$ cat src/rtl/apb_mem_ctrl_pkg.sv
// rtl/apb_mem_ctrl_pkg.sv - shared memory geometry, bus widths and controller state encoding
`timescale 1ns/1ps
package apb_mem_ctrl_pkg;

  localparam int unsigned MEM_WIDTH = 8;
  localparam int unsigned MEM_DEPTH = 4;
  localparam int unsigned MEM_SIZE  = 256;

  localparam int unsigned DATA_W    = MEM_WIDTH * MEM_DEPTH;
  localparam int unsigned STRB_W    = MEM_DEPTH;
  localparam int unsigned MEM_IDX_W = $clog2(MEM_SIZE);

  typedef enum logic [1:0] {
    s_idle = 2'd0,
    s_wait = 2'd1,
    s_mem  = 2'd2,
    s_done = 2'd3
  } apb_ctrl_state_t;

endpackage

$ cat src/rtl/memif.sv
// rtl/memif.sv - word-wide memory bus between the APB controller and apb_mem
`timescale 1ns/1ps
interface memif
  import apb_mem_ctrl_pkg::*;
(
  input logic clk
);

  logic                 mem_rd;
  logic                 mem_wr;
  logic [STRB_W-1:0]    mem_be;
  logic [MEM_IDX_W-1:0] mem_address;
  logic [DATA_W-1:0]    mem_data_in;
  logic [DATA_W-1:0]    mem_data_out;

  modport mem (
    input  clk, mem_rd, mem_wr, mem_be, mem_address, mem_data_in,
    output mem_data_out
  );

  modport ctrl (
    input  clk, mem_data_out,
    output mem_rd, mem_wr, mem_be, mem_address, mem_data_in
  );

endinterface

$ cat src/rtl/apb_mem_ctrl.sv
// rtl/apb_mem_ctrl.sv - APB4 slave turning each transfer into one memif read or write
`timescale 1ns/1ps
module apb_mem_ctrl
  import apb_mem_ctrl_pkg::*;
#(
  parameter int unsigned WAIT_CYCLES = 0,
  parameter int unsigned PADDR_WIDTH = 12
) (
  input  logic                   clk,
  input  logic                   rst,
  input  logic                   psel,
  input  logic                   penable,
  input  logic                   pwrite,
  input  logic [PADDR_WIDTH-1:0] paddr,
  input  logic [DATA_W-1:0]      pwdata,
  input  logic [STRB_W-1:0]      pstrb,
  output logic                   pready,
  output logic [DATA_W-1:0]      prdata,
  output logic                   pslverr,
  memif.ctrl                     membus
);

  apb_ctrl_state_t        state;
  logic [3:0]             cnt;
  logic                   wr_q;
  logic                   err_q;
  logic                   setup;
  logic                   addr_err;
  logic [PADDR_WIDTH-3:0] word_idx;

  assign setup    = psel && !penable;
  assign word_idx = paddr[PADDR_WIDTH-1:2];
  assign addr_err = (paddr[1:0] != 2'b00) || (32'(word_idx) >= MEM_SIZE);

  // Strobes drop immediately on a master abort or reset so the memory never commits.
  assign membus.mem_rd = (state == s_mem) && psel && !wr_q && !rst;
  assign membus.mem_wr = (state == s_mem) && psel &&  wr_q && !rst;

  always_ff @(posedge clk) begin
    if (rst) begin
      state              <= s_idle;
      cnt                <= 4'd0;
      wr_q               <= 1'b0;
      err_q              <= 1'b0;
      pready             <= 1'b0;
      pslverr            <= 1'b0;
      prdata             <= '0;
      membus.mem_be      <= '0;
      membus.mem_address <= '0;
      membus.mem_data_in <= '0;
    end else begin
      pready  <= 1'b0;
      pslverr <= 1'b0;
      case (state)
        s_idle: begin
          if (setup) begin
            wr_q               <= pwrite;
            err_q              <= addr_err;
            cnt                <= 4'(WAIT_CYCLES);
            membus.mem_address <= paddr[MEM_IDX_W+1:2];
            membus.mem_data_in <= pwdata;
            membus.mem_be      <= pwrite ? pstrb : '0;
            if (WAIT_CYCLES != 0) begin
              state <= s_wait;
            end else if (addr_err) begin
              state   <= s_done;
              pready  <= 1'b1;
              pslverr <= 1'b1;
            end else begin
              state <= s_mem;
            end
          end
        end
        s_wait: begin
          if (!psel) begin
            state <= s_idle;
            cnt   <= 4'd0;
          end else begin
            cnt <= cnt - 4'd1;
            if (cnt == 4'd1) begin
              if (err_q) begin
                state   <= s_done;
                pready  <= 1'b1;
                pslverr <= 1'b1;
              end else begin
                state <= s_mem;
              end
            end
          end
        end
        s_mem: begin
          if (!psel) begin
            state <= s_idle;
          end else begin
            if (!wr_q) prdata <= membus.mem_data_out;
            state  <= s_done;
            pready <= 1'b1;
          end
        end
        s_done: begin
          state <= s_idle;
        end
        default: state <= s_idle;
      endcase
    end
  end

endmodule

$ cat src/flat_wrapper.sv
// flat-port wrapper written by rule: the top's interface ports become plain ports
module apb_mem_ctrl_flat import apb_mem_ctrl_pkg::*;
#(
  parameter int unsigned WAIT_CYCLES = 0,
  parameter int unsigned PADDR_WIDTH = 12
)
  (clk, rst, psel, penable, pwrite, paddr, pwdata, pstrb, pready, prdata, pslverr, membus_mem_data_out, membus_mem_rd, membus_mem_wr, membus_mem_be, membus_mem_address, membus_mem_data_in);
  memif membus_i (.clk(clk));
  input  logic clk;
  input  logic rst;
  input  logic psel;
  input  logic penable;
  input  logic pwrite;
  input  logic [PADDR_WIDTH-1:0] paddr;
  input  logic [DATA_W-1:0] pwdata;
  input  logic [STRB_W-1:0] pstrb;
  output logic pready;
  output logic [DATA_W-1:0] prdata;
  output logic pslverr;
  input wire logic [$bits(membus_i.mem_data_out)-1:0] membus_mem_data_out;
  output wire logic [$bits(membus_i.mem_rd)-1:0] membus_mem_rd;
  output wire logic [$bits(membus_i.mem_wr)-1:0] membus_mem_wr;
  output wire logic [$bits(membus_i.mem_be)-1:0] membus_mem_be;
  output wire logic [$bits(membus_i.mem_address)-1:0] membus_mem_address;
  output wire logic [$bits(membus_i.mem_data_in)-1:0] membus_mem_data_in;
  assign membus_i.mem_data_out = membus_mem_data_out;
  assign membus_mem_rd = membus_i.mem_rd;
  assign membus_mem_wr = membus_i.mem_wr;
  assign membus_mem_be = membus_i.mem_be;
  assign membus_mem_address = membus_i.mem_address;
  assign membus_mem_data_in = membus_i.mem_data_in;
  apb_mem_ctrl #(.WAIT_CYCLES(WAIT_CYCLES), .PADDR_WIDTH(PADDR_WIDTH)) u_core (.clk(clk), .rst(rst), .psel(psel), .penable(penable), .pwrite(pwrite), .paddr(paddr), .pwdata(pwdata), .pstrb(pstrb), .pready(pready), .prdata(prdata), .pslverr(pslverr), .membus(membus_i));
endmodule
$ cat config.mk
export PLATFORM = sky130hd
export DESIGN_NAME = apb_mem_ctrl_flat
export DESIGN_NICKNAME = d
export VERILOG_FILES = /design/src/rtl/apb_mem_ctrl_pkg.sv /design/src/rtl/memif.sv /design/src/rtl/apb_mem_ctrl.sv /design/src/flat_wrapper.sv
export SDC_FILE = /design/constraint.sdc
export NUM_CORES = 1
export LEC_CHECK = 0
export ABC_CLOCK_PERIOD_IN_PS = 1750
export CAP_MARGIN = 30
export CORE_AREA = 10 10 99 101
export CTS_BUF_LIST = sky130_fd_sc_hd__clkbuf_2
export DETAILED_ROUTE_END_ITERATION = 16
export DIE_AREA = 0 0 109 111
export PLACE_DENSITY = 0.82
export SYNTH_ARGS = -nofsm -noshare
export SYNTH_HDL_FRONTEND = slang
export SYNTH_SLANG_ARGS = --single-unit
$ cat constraint.sdc
create_clock -name clk -period 1.75 [get_ports clk]
set_input_delay 0.4375 -clock clk [delete_from_list [all_inputs] [get_ports clk]]
set_output_delay 0.4375 -clock clk [all_outputs]
set_load 0.03 [all_outputs]
== Word-level counts from Yosys, hierarchy flattened ==
Cells that the tools add are included.
Storage, ports and cells
  register bits after elaboration: 86
  bits of input ports: 85
  output and inout bits: 80
  logic and storage cells: 55
Operators by class
  add/sub/neg operators: 1
  order comparisons: 1
  equality and inequality tests: 6
  mux-type cells: 19
  bitwise gates (word level): 1
  reductions and logical operators: 17
Operators by type and width (number)
  two-way mux 4 bit: 3
  >= comparator 10 x 9 -> 1 bit (second input constant): 1
  two-way mux 1 bit: 8
  two-way mux 2 bit: 4
  case mux 2 bit (4 select lines): 1
  case mux 4 bit (2 select lines): 1
  logical AND 1 bit: 6
  AND reduction 2 bit: 3
  == test 2 bit (second input constant): 2
  == test 4 x 1 -> 1 bit (second input constant): 1
  nonzero test 2 bit: 2
  subtractor 4 x 1 -> 4 bit (second input constant): 1
  logical NOT 1 bit: 3
  != test 3 x 2 -> 1 bit (second input constant): 1
  case mux 1 bit (3 select lines): 1
  AND reduction 3 bit: 1
  == test 2 x 1 -> 1 bit (second input constant): 1
  logical NOT 2 bit: 1
  != test 2 x 1 -> 1 bit (second input constant): 1
  case mux 1 bit (2 select lines): 1
  logical OR 1 bit: 1
  NOT 1 bit: 1

== Depth between registers and ports, before layout ==
Gate-level depths: netlist (run 1).
  word-level depth: 5
  gate-level depth with buffers: 7
  mapped depth without buffers: 5

== Worst setup path after synthesis (run 1) ==
Ideal clock, no wire load.
  path type: input port to output port
  start: in psel
  end: out membus_mem_rd
  arrival: 1.471 ns
  required time: 1.312 ns
  slack: -0.158 ns
  stages on the path: 5
  buffers on the path: 2
  cell sequence: nand3b_1 -> or2_1 -> buf_2 -> buf_2 -> nor2_1
On the way
  word-level cells in the longest chain between the ends: 3
Ends and longest elaborated chain
  start: declaration: line flat_wrapper.sv:11  | input logic psel;
  logical AND 1 bit (3 in series): line apb_mem_ctrl.sv:36  | assign membus.mem_rd = (state == s_mem) && psel && !wr_q && !rst;
  end: declaration: line flat_wrapper.sv:21  | output wire logic [$bits(membus_i.mem_rd)-1:0] membus_mem_rd;
No other way between the ends.

== Worst setup path after layout (run 1) ==
  start: reg u_core.state[0]
  end: out membus_mem_rd
On the way
  word-level cells in the longest chain between the ends: 4
Ends and longest elaborated chain
  start: declaration: line apb_mem_ctrl.sv:23  | apb_ctrl_state_t state;
  start signal: assignment: line apb_mem_ctrl.sv:41  | state <= s_idle;
  start signal: assignment: line apb_mem_ctrl.sv:64  | state <= s_wait;
  start signal: assignment: line apb_mem_ctrl.sv:66  | state <= s_done;
  == test 2 bit: line apb_mem_ctrl.sv:36
  logical AND 1 bit (3 in series): line apb_mem_ctrl.sv:36
No other way between the ends.

==> results of run 1 <==
==> kinds of logic after synthesis <==
group / count (synthesis) / share of synthesized area (%)
simple gates: 182 / 23.73
flops: 86 / 54.24
buf+inv: 32 / 5.715
xor+xnor: 3 / 0.8279
fa+ha+maj: 2 / 0.7882
compound gates: 89 / 14.70
==> area by class of cell <==
type	count	area, µm²
Fill cell	691	3043
Sequential cell	86	1729
Timing Repair Buffer	178	1623
Inverter	4	15.01
Multi-Input combinational cell	276	1285
Clock buffer	9	45.04
Tap cell	105	131.4
Clock inverter	7	97.59
==> registers in the layout, summed over array words and instances, names as in the netlist <==
register                   cells
u_core.cnt                     4
u_core.prdata                 32
u_core.membus.mem_data_in     32
u_core.wr_q                    1
u_core.pslverr                 1
u_core.state                   2
u_core.err_q                   1
u_core.pready                  1
u_core.membus.mem_address      8
u_core.membus.mem_be           4
==> cell usage after synthesis (2+ instances only) <==
| master | count |
|---|---|
| inv_1 | 4 |
| buf_2 | 10 |
| nor4_1 | 2 |
| a211oi_1 | 2 |
| clkbuf_1 | 10 |
| nand2b_1 | 2 |
| xor2_1 | 2 |
| nand2_1 | 151 |
| dfxtp_1 | 86 |
| nand3_1 | 5 |
| buf_4 | 3 |
| ha_1 | 2 |
| o21ai_0 | 2 |
| a21oi_1 | 81 |
| nand3b_1 | 2 |
| nor3b_1 | 3 |
| buf_6 | 5 |
| nor2_1 | 8 |
==> report_power, final <==
group          switching (mW)  leakage, nW  internal, mW  total (mW)
Combinational           0.382         1.09         0.338       0.721
Clock                   0.704       0.0785         0.476        1.18
Sequential             0.0471        0.701          2.05        2.09
==> metal layers <==
metal / wire length (µm) / up-vias
li1: - / 1600
met1: 3805 / 1480
met2: 4793 / 149
met3: 1723 / 10
met4: 134 / 0
met5: 0 / -
==> per-stage QoR <==
stage / TNS [ns] / worst slack (ns)
3_3_place_gp: -12.36 / -0.2377
2_1_floorplan: -0.04324 / -0.04324
5_1_grt: -0.7447 / -0.3842
4_1_cts: -0.5829 / -0.3085
3_5_place_dp: -14.20 / -0.2705
6_report: -0.4668 / -0.2440
==> how the worst max path moves through the flow <==
stage | from | to | slack [ns]
finish | u_core.state[0]$_SDFFE_PP0P_ | membus_mem_rd | -0.24
global route | u_core.state[0]$_SDFFE_PP0P_ | membus_mem_rd | -0.38
CTS | u_core.state[0]$_SDFFE_PP0P_ | membus_mem_rd | -0.31
detailed placement | psel | u_core.pready$_SDFF_PP0_ | -0.27
global placement | psel | membus_mem_rd | -0.24
floorplan | psel | membus_mem_rd | -0.04
==> critical path, stage by stage (launching register included) <==
cell and delay, ns:
dfxtp_1 0.36, nand3b_1 0.16, or2_1 0.24, nor2_2 0.11, buf_6 0.15
==> what timing repair did <==
item / CTS / global route
buffers inserted: 0 / 0
pin swaps: 0 / 0
resized for setup: 227 / 78
setup endpoints to repair: 80 / 48
cloned: 0 / 0
==> impl_metrics.py, run 1 <==
metrics = {
    "worst_setup_path": {
        "ff2ff_setup_slack_ns": 0.27,
        "r2r-start": "u_core.cnt[1]$_SDFFE_PP0P_",
        "cp-end-kind": "output pin",
        "critPathLaunchType": "register",
        "crit_fanout": 2,
        "arrival_ns": 1.56,
        "critPathRequiredTime_ns": 1.31,
        "r2r_cells": 5,
        "rr_endpoint": "u_core.pready$_SDFF_PP0_",
        "worstSetupPathType": "reg -> out",
    },
    "drt": {
        "drtIter0Drc": 74,
        "vias": 3239,
        "ant_nets": 0,
        "avgRoutedWirePerCell_um": 15.73,
        "drt-pass1-iter-count": 4,
        "wirelength_mm": 10.46,
        "vias_per_cell": 4.871,
        "drt_drc_violations_left": 0,
    },
    "cts": {
        "htree_levels": 3,
        "clockRootBuffer": "clkbuf_2",
        "cts.path.max_buffers": 2,
        "clk_pin_slew_ns": 0.25,
        "clkLatencyLatePin_ns": 0.52,
        "cts.sinks": 86,
        "cts_tree": "yes",
        "hold_buffers": 0,
        "cts_buffers": 9,
    },
    "grt": {
        "grt_overflow_total": 0,
        "busiest_layer": "met2",
        "use_met1_pct": 17.06,
        "grt_max_degree": 55,
        "grt.met3_usage_pct": 12.27,
        "grt_pass1_vias": 3276,
        "grt_first_pass_wirelength_mm": 16.41,
        "antenna_found_initial": 0,
        "track_usage_pct": 16.94,
        "met2_usage_pct": 26.73,
    },
    "floorplan": {
        "die_h_um": 111,
        "start_util_pct": 39.83,
        "dieArea_mm2": 0.01210,
        "die_x_um": 109,
        "io_pins": 165,
        "design.core.area_mm2": 0.007969,
        "placementRows": 33,
    },
    "place": {
        "gp_congestion": 0.7667,
        "io_buffers": 164,
        "place_inst": 649,
        "place_area_mm2": 0.004927,
        "hpwl_mm": 7.896,
    },
    "cells_and_area": {
        "final_core_util_pct": 61.82,
        "syn2layout_area_growth_pct": 55.18,
        "drive_gt1_share_pct": 21.43,
        "mostFrequentLayoutCell": "nand2_1",
        "nets": 642,
        "stdcell_area_mm2": 0.004926,
        "final_cells": 665,
        "most-common-layout-cells": "151 x nand2_1, 83 x clkdlybuf4s50_1, 82 x dfxtp_1",
        "diodes": 0,
    },
    "min_path": {
        "hold_depth": 3,
        "min-delay-start": "membus_mem_data_out[11]",
        "hold_end": "u_core.prdata[11]$_SDFFE_PP0P_",
        "hold_class": "in -> reg",
    },
    "synth": {
        "synthArstFlopShare_pct": 0,
        "ys_types": 32,
        "synth_area_mm2": 0.003174,
        "synth.avg_cell_area_um2": 8.057,
        "synth_enable_flop_cells": 0,
        "synth-seq-cells": 86,
        "yosysTopAreaCellShare_pct": 54.24,
        "synth_area_leader_cell": "dfxtp_1",
        "synth_cells": 394,
        "synthTopCellsByArea": "dfxtp_1 54%, nand2_1 18%, a21oi_1 13%, buf_6 1.8%, buf_2 1.6%",
        "ys_seq_area_share_pct": 54.24,
        "yosysWarnings": 0,
        "ys.flop_type": "dfxtp_1",
        "syn_nets": 481,
    },
    "outcome": {
        "status": "complete, but fails checks",
        "violations": "setup timing",
    },
    "sta": {
        "slew_headroom_pct": 63.09,
        "hold_viol": 0,
        "post-route-period-util_pct": 113.9,
        "skew_ns": 0.03142,
        "min_period_ns": 1.994,
        "drv_slew": 0,
        "setup-violations-final": 2,
        "whs_ns": 0.4129,
        "tightest_slew_ns": 0.5537,
        "rsz0062_at_grt": "yes",
        "fmax_ghz": 0.5015,
        "postLayoutSetupSlackWorst_ns": -0.2440,
    },
    "power_and_ir_drop": {
        "total_power_mw": 3.994,
        "p_per_area_mw_per_mm2": 810.9,
        "ir_drop_uv": 448.2,
        "leakage_nw": 1.871,
    },
    "flow_run": {
        "drv_cap": 0,
    },
}
(Power assumes the default switching activity.)
==> inputs of run 2 (changes only) <==
--- a/config.mk
+++ b/config.mk
@@ -5,6 +5,7 @@
 export SDC_FILE = /design/constraint.sdc
 export NUM_CORES = 1
 export LEC_CHECK = 0
+export ABC_AREA = 1
 export ABC_CLOCK_PERIOD_IN_PS = 1750
 export CAP_MARGIN = 30
 export CORE_AREA = 10 10 99 101
==> impl_metrics.py, run 2 <==
metrics = {
    "outcome": {
        "status": "complete, but fails checks",
        "violations": "setup timing",
    },
    "floorplan": {
        "placementRows": 33,
        "dieArea_mm2": 0.01210,
        "die_h_um": 111,
        "io_pins": 165,
        "die_x_um": 109,
        "start_util_pct": 39.58,
        "design.core.area_mm2": 0.007969,
    },
    "cells_and_area": {
        "syn2layout_area_growth_pct": 60.73,
        "drive_gt1_share_pct": 23.39,
        "nets": 672,
        "reg_top3": "u_core.membus.mem_data_in: 32 flops, u_core.prdata: 32 flops, u_core.membus.mem_address: 8 flops",
        "mostFrequentLayoutCell": "nor2_1",
        "diodes": 0,
        "final_core_util_pct": 63.62,
        "most-common-layout-cells": "153 x nor2_1, 83 x clkdlybuf4s50_1, 79 x dfxtp_1",
    },
    "grt": {
        "grt_first_pass_wirelength_mm": 16.30,
        "grt_overflow_total": 0,
        "antenna_found_initial": 0,
        "grt.met3_usage_pct": 7.384,
        "track_usage_pct": 16.80,
        "busiest_layer": "met2",
        "grt_pass1_vias": 3264,
        "use_met1_pct": 18.03,
        "grt_max_degree": 48,
        "met2_usage_pct": 28.69,
    },
    "sta": {
        "fmax_ghz": 0.5620,
        "min_period_ns": 1.779,
        "setup-violations-final": 2,
        "postLayoutSetupSlackWorst_ns": -0.02944,
        "skew_ns": 0.02597,
        "tightest_slew_ns": 0.3871,
        "drv_slew": 0,
        "rsz0062_at_grt": "yes",
        "slew_headroom_pct": 74.19,
        "hold_viol": 0,
        "post-route-period-util_pct": 101.7,
    },
    "cts": {
        "cts_tree": "yes",
        "clkLatencyLatePin_ns": 0.49,
        "htree_levels": 3,
        "cts_buffers": 9,
        "cts.path.max_buffers": 2,
        "hold_buffers": 0,
        "cts.sinks": 86,
        "clk_pin_slew_ns": 0.24,
        "clockRootBuffer": "clkbuf_2",
    },
    "worst_setup_path": {
        "cp-end-kind": "output pin",
        "crit_buf_inv": 3,
        "critPathRequiredTime_ns": 1.31,
        "crit_path_top_delay_cell": "clkdlybuf4s50_1",
        "arrival_ns": 1.34,
        "ff2ff_setup_slack_ns": 0.35,
        "crit_family": "buffers and inverters",
        "crit_fanout": 3,
        "critPathLaunchType": "input pin",
        "r2r_cells": 7,
        "r2r-start": "u_core.state[0]$_SDFFE_PP0P_",
        "rr_endpoint": "u_core.membus.mem_be[0]$_SDFFE_PP0P_",
        "worstSetupPathType": "in -> out",
        "worstPathCellList": "clkdlybuf4s50_1, inv_2, nand2_1, nor2_1, buf_4",
        "max_stage_delay_ns": 0.47,
    },
    "drt": {
        "vias": 3275,
        "avgRoutedWirePerCell_um": 15.07,
        "ant_nets": 0,
        "drt_drc_violations_left": 0,
        "wirelength_mm": 10.48,
        "drt-pass1-iter-count": 4,
        "vias_per_cell": 4.712,
        "drtIter0Drc": 88,
    },
    "synth": {
        "netlist_top_cells_count": "156 x nor2_1, 86 x dfxtp_1, 50 x o21ai_0, 32 x nand2_1, 23 x o21ai_1",
        "ys.flop_type": "dfxtp_1",
        "synth.most_common_cell": "nor2_1",
        "synth_enable_flop_cells": 0,
        "yosysWarnings": 0,
        "yosysTopAreaCellShare_pct": 54.58,
        "synthTopCellsByArea": "dfxtp_1 55%, nor2_1 19%, o21ai_0 7.9%, nand2_1 3.8%, o21ai_1 3.6%",
        "synthArstFlopShare_pct": 0,
        "syn_nets": 500,
        "synth_area_leader_cell": "dfxtp_1",
        "synth-seq-cells": 86,
        "synth.avg_cell_area_um2": 7.637,
        "ys_types": 22,
        "synth_area_mm2": 0.003154,
        "ys_seq_area_share_pct": 54.58,
        "synth_cells": 413,
    },
    "place": {
        "hpwl_mm": 8.196,
        "gp_congestion": 0.8655,
        "io_buffers": 164,
    },
    "power_and_ir_drop": {
        "ir_drop_uv": 469.4,
        "total_power_mw": 5.036,
        "p_per_area_mw_per_mm2": 993.4,
        "leakage_nw": 2.040,
    },
    "flow_run": {
        "drv_cap": 0,
    },
    "min_path": {
        "hold_class": "in -> reg",
        "min-delay-start": "pstrb[2]",
        "hold_end": "u_core.membus.mem_be[2]$_SDFFE_PP0P_",
        "hold_depth": 3,
    },
}
==> run 2: power breakdown <==
| group | internal [mW] | switching, mW | leakage [nW] |
|---|---|---|---|
| clock network | 0.333 | 0.671 | 0.0664 |
| logic | 0.702 | 1.01 | 1.27 |
| registers | 2.20 | 0.121 | 0.706 |
| total | 3.23 | 1.80 | 2.04 |
==> run 2: final cells by class <==
cell class	count	area, µm²
fillers	689	2899
repair buffers	185	1769
flip-flops and latches	86	1733
multi-input cells	289	1267
well taps	105	131.4
clock inverters	7	71.32
inverters	14	52.55
clock buffers	9	45.04
==> run 2: worst reg2reg max path: stages (launching register included) <==
cell and delay [ns]:
dfxtp_4 0.40, buf_4 0.14, nor2_4 0.14, nand3_2 0.12
buf_12 0.18, nor2_2 0.20, nand2_1 0.08, a21oi_1 0.13
==> run 2: repair_timing <==
action                                  in CTS  in global routing
endpoints found under the hold margin        0                  0
pin swaps                                    0                  1
gates resized for setup                    218                 44
endpoints found under the setup margin      80                 37
setup buffers                                2                  0
==> run 2: worst max path at each step <==
stage | cells past startpoint | slack [ns] | end | start
final | 5 | -0.03 | membus_mem_wr | rst
after global placement | 5 | -0.11 | membus_mem_wr | psel
after detailed placement | 8 | -0.13 | u_core.prdata[25]$_SDFFE_PP0P_ | psel
after global routing | 5 | -0.13 | membus_mem_wr | u_core.state[1]$_SDFFE_PP0P_
after floorplan | 6 | 0.08 | membus_mem_rd | psel
after CTS | 5 | -0.07 | membus_mem_wr | u_core.state[1]$_SDFFE_PP0P_
==> run 2: stage by stage <==
step / area (µm²) / setup slack [ns] / cells / TNS (ns) / hold slack (ns)
6_report: 5070 / -0.02944 / 695 / -0.03687 / 0.4523
5_1_grt: 5070 / -0.1295 / 695 / -0.2379 / 0.3695
3_3_place_gp: 5002 / -0.1136 / 677 / -4.267 / 0.4467
2_1_floorplan: 3157 / 0.08260 / 413 / 0 / 0.4530
3_5_place_dp: 5002 / -0.1333 / 677 / -5.725 / 0.4568
4_1_cts: 5221 / -0.06748 / 695 / -0.1193 / 0.3903
==> run 2: cell families after synthesis <==
family / Yosys count / synth area share [%]
and+or+nand+nor: 204 / 25.74
DFF: 86 / 54.58
AOI/OAI and AO/OA: 83 / 13.17
buffers and inverters: 38 / 5.712
adders and majority gates: 2 / 0.7932
==> run 2: layer usage <==
| layer | up-vias | routed length (µm) |
|---|---|---|
| li1 | 1662 | - |
| met4 | 0 | 61 |
| met1 | 1479 | 4183 |
| met2 | 130 | 5065 |
| met3 | 4 | 1165 |
| met5 | - | 0 |
==> inputs of run 3 (changes only) <==
--- a/config.mk
+++ b/config.mk
@@ -13,6 +13,7 @@
 export DETAILED_ROUTE_END_ITERATION = 16
 export DIE_AREA = 0 0 109 111
 export PLACE_DENSITY = 0.82
+export REMOVE_ABC_BUFFERS = 1
 export SYNTH_ARGS = -nofsm -noshare
 export SYNTH_HDL_FRONTEND = slang
 export SYNTH_SLANG_ARGS = --single-unit
==> impl_metrics.py, run 3 (synthesized netlist as in run 2, its figures left out) <==
metrics = {
    "sta": {
        "skew_ns": 0.01884,
        "tightest_slew_ns": 0.3721,
        "rsz0062_at_grt": "yes",
        "post-route-period-util_pct": 101.3,
        "postLayoutSetupSlackWorst_ns": -0.02303,
        "slew_headroom_pct": 75.20,
        "setup_tns_ns": -0.04541,
        "drv_slew": 0,
        "setup-violations-final": 2,
        "min_period_ns": 1.773,
        "fmax_ghz": 0.5640,
        "hold_viol": 0,
    },
    "cells_and_area": {
        "most-common-layout-cells": "155 x nor2_1, 84 x dfxtp_1, 83 x clkdlybuf4s50_1",
        "multi_input_area_mm2": 0.001262,
        "nets": 667,
        "regArea_mm2": 0.001727,
        "syn2layout_area_growth_pct": 56.17,
        "reg_top3": "u_core.membus.mem_data_in: 32 flops, u_core.prdata: 32 flops, u_core.membus.mem_address: 8 flops",
        "mostFrequentLayoutCell": "nor2_1",
        "drive_gt1_share_pct": 21.03,
        "final_core_util_pct": 61.82,
        "diodes": 0,
        "num-fill-cells": 695,
    },
    "cts": {
        "cts_tree": "yes",
        "cts.path.max_buffers": 2,
        "htree_levels": 3,
        "clockRootBuffer": "clkbuf_2",
        "cts.sinks": 86,
        "clk_pin_slew_ns": 0.22,
        "cts_buffers": 9,
        "hold_buffers": 0,
        "clkLatencyLatePin_ns": 0.49,
    },
    "grt": {
        "grt_max_degree": 47,
        "antenna_found_initial": 0,
        "grt_pass1_vias": 3071,
        "grt_first_pass_wirelength_mm": 15.58,
        "grt_overflow_total": 0,
        "track_usage_pct": 15.72,
    },
    "place": {
        "io_buffers": 164,
        "gp_congestion": 0.7588,
        "hpwl_mm": 7.565,
    },
    "worst_setup_path": {
        "worstPathCellList": "inv_2, nor2_4, nand2_2, nor2_1, buf_4",
        "crit_fanout": 2,
        "r2r_cells": 7,
        "crit_path_top_delay_cell": "dfxtp_2",
        "ff2ff_setup_slack_ns": 0.33,
        "worstSetupPathType": "reg -> out",
        "critPathLaunchType": "register",
        "r2r-start": "u_core.state[0]$_SDFFE_PP0P_",
        "arrival_ns": 1.34,
        "rr_endpoint": "u_core.membus.mem_be[2]$_SDFFE_PP0P_",
        "max_stage_delay_ns": 0.38,
        "crit_buf_inv": 2,
        "cp-end-kind": "output pin",
        "crit_family": "flip-flops",
        "critPathRequiredTime_ns": 1.31,
    },
    "outcome": {
        "violations": "setup timing",
        "status": "complete, but fails checks",
    },
    "min_path": {
        "hold_depth": 3,
        "hold_class": "in -> reg",
        "min-delay-start": "pstrb[3]",
        "hold_end": "u_core.membus.mem_be[3]$_SDFFE_PP0P_",
    },
    "floorplan": {
        "placementRows": 33,
        "design.core.area_mm2": 0.007969,
        "io_pins": 165,
        "die_x_um": 109,
        "dieArea_mm2": 0.01210,
        "start_util_pct": 39.58,
        "die_h_um": 111,
    },
    "flow_run": {
        "drv_cap": 0,
    },
    "drt": {
        "avgRoutedWirePerCell_um": 14.46,
        "drt-pass1-iter-count": 4,
        "ant_nets": 0,
        "vias": 3181,
        "drt_drc_violations_left": 0,
        "drtIter0Drc": 134,
        "vias_per_cell": 4.610,
        "wirelength_mm": 9.977,
    },
    "power_and_ir_drop": {
        "ir_drop_uv": 517.7,
        "p_per_area_mw_per_mm2": 1026,
        "leakage_nw": 2.018,
    },
}
## run 3: changes by cell type in the layout (fill, tap and decap cells not counted), sizes merged, moves of 2 or more
cell and change:
clkdlybuf4s18 -3, buf -9, clkbuf +17, clkinv +2
clkdlybuf4s15 -10, inv -2
## run 3: worst max-delay path by stage
stage,start,endpoint,slack (ns),cells past startpoint
CTS,u_core.state[1]$_SDFFE_PP0P_,membus_mem_wr,-0.07,5
detailed placement,psel,u_core.prdata[6]$_SDFFE_PP0P_,-0.19,9
global route,u_core.state[1]$_SDFFE_PP0P_,membus_mem_rd,-0.14,5
finish,u_core.state[1]$_SDFFE_PP0P_,membus_mem_wr,-0.02,5
floorplan,rst,membus_mem_wr,-0.53,3
global placement,psel,u_core.prdata[17]$_SDFFE_PP0P_,-0.11,9
## run 3: cell type report
type	instances	share of cell area [%]
clock inverter	7	1.803
tap	105	2.667
timing repair buffer	180	32.87
clock buffer	9	0.9144
inverter	14	1.067
sequential	86	35.05
multi-input combinational	289	25.63
## run 3: timing repair
item                       4_1_cts  5_1_grt
hold endpoints to repair         0        0
setup endpoints to repair       80       47
buffers inserted                 2        0
resized for setup              192       49
## run 3: layer usage
metal	up-vias	track usage (%)	routed length, µm
li1	1643	-	-
met1	1446	17.02	3994
met2	86	28.85	5325
met3	6	3.779	553
met4	0	4.749	104
met5	-	0	0
## run 3: report_power, final
group	internal, mW	leakage [nW]	switching (mW)
logic	0.644	1.24	0.990
registers	2.20	0.704	0.120
clock network	0.464	0.0770	0.642
## run 3: per-stage QoR
stage	hold WS (ns)	instances	setup slack (ns)	instance area (µm²)	total power, mW
global route	0.4113	690	-0.1398	4926	5.347
CTS	0.4078	690	-0.07160	5136	5.157
global placement	0.4528	672	-0.1148	4937	4.053
finish	0.4621	690	-0.02303	4926	5.056
floorplan	0.4470	389	-0.5333	3027	3.280
detailed placement	0.4584	672	-0.1854	4937	4.105
## run 3: worst reg2reg max path: stages (launching register included)
cell and delay (ns):
dfxtp_4 0.39, buf_4 0.14, nor2_4 0.16, nand3_2 0.11
buf_12 0.19, nor2_2 0.19, nand2_1 0.08, a21oi_1 0.11
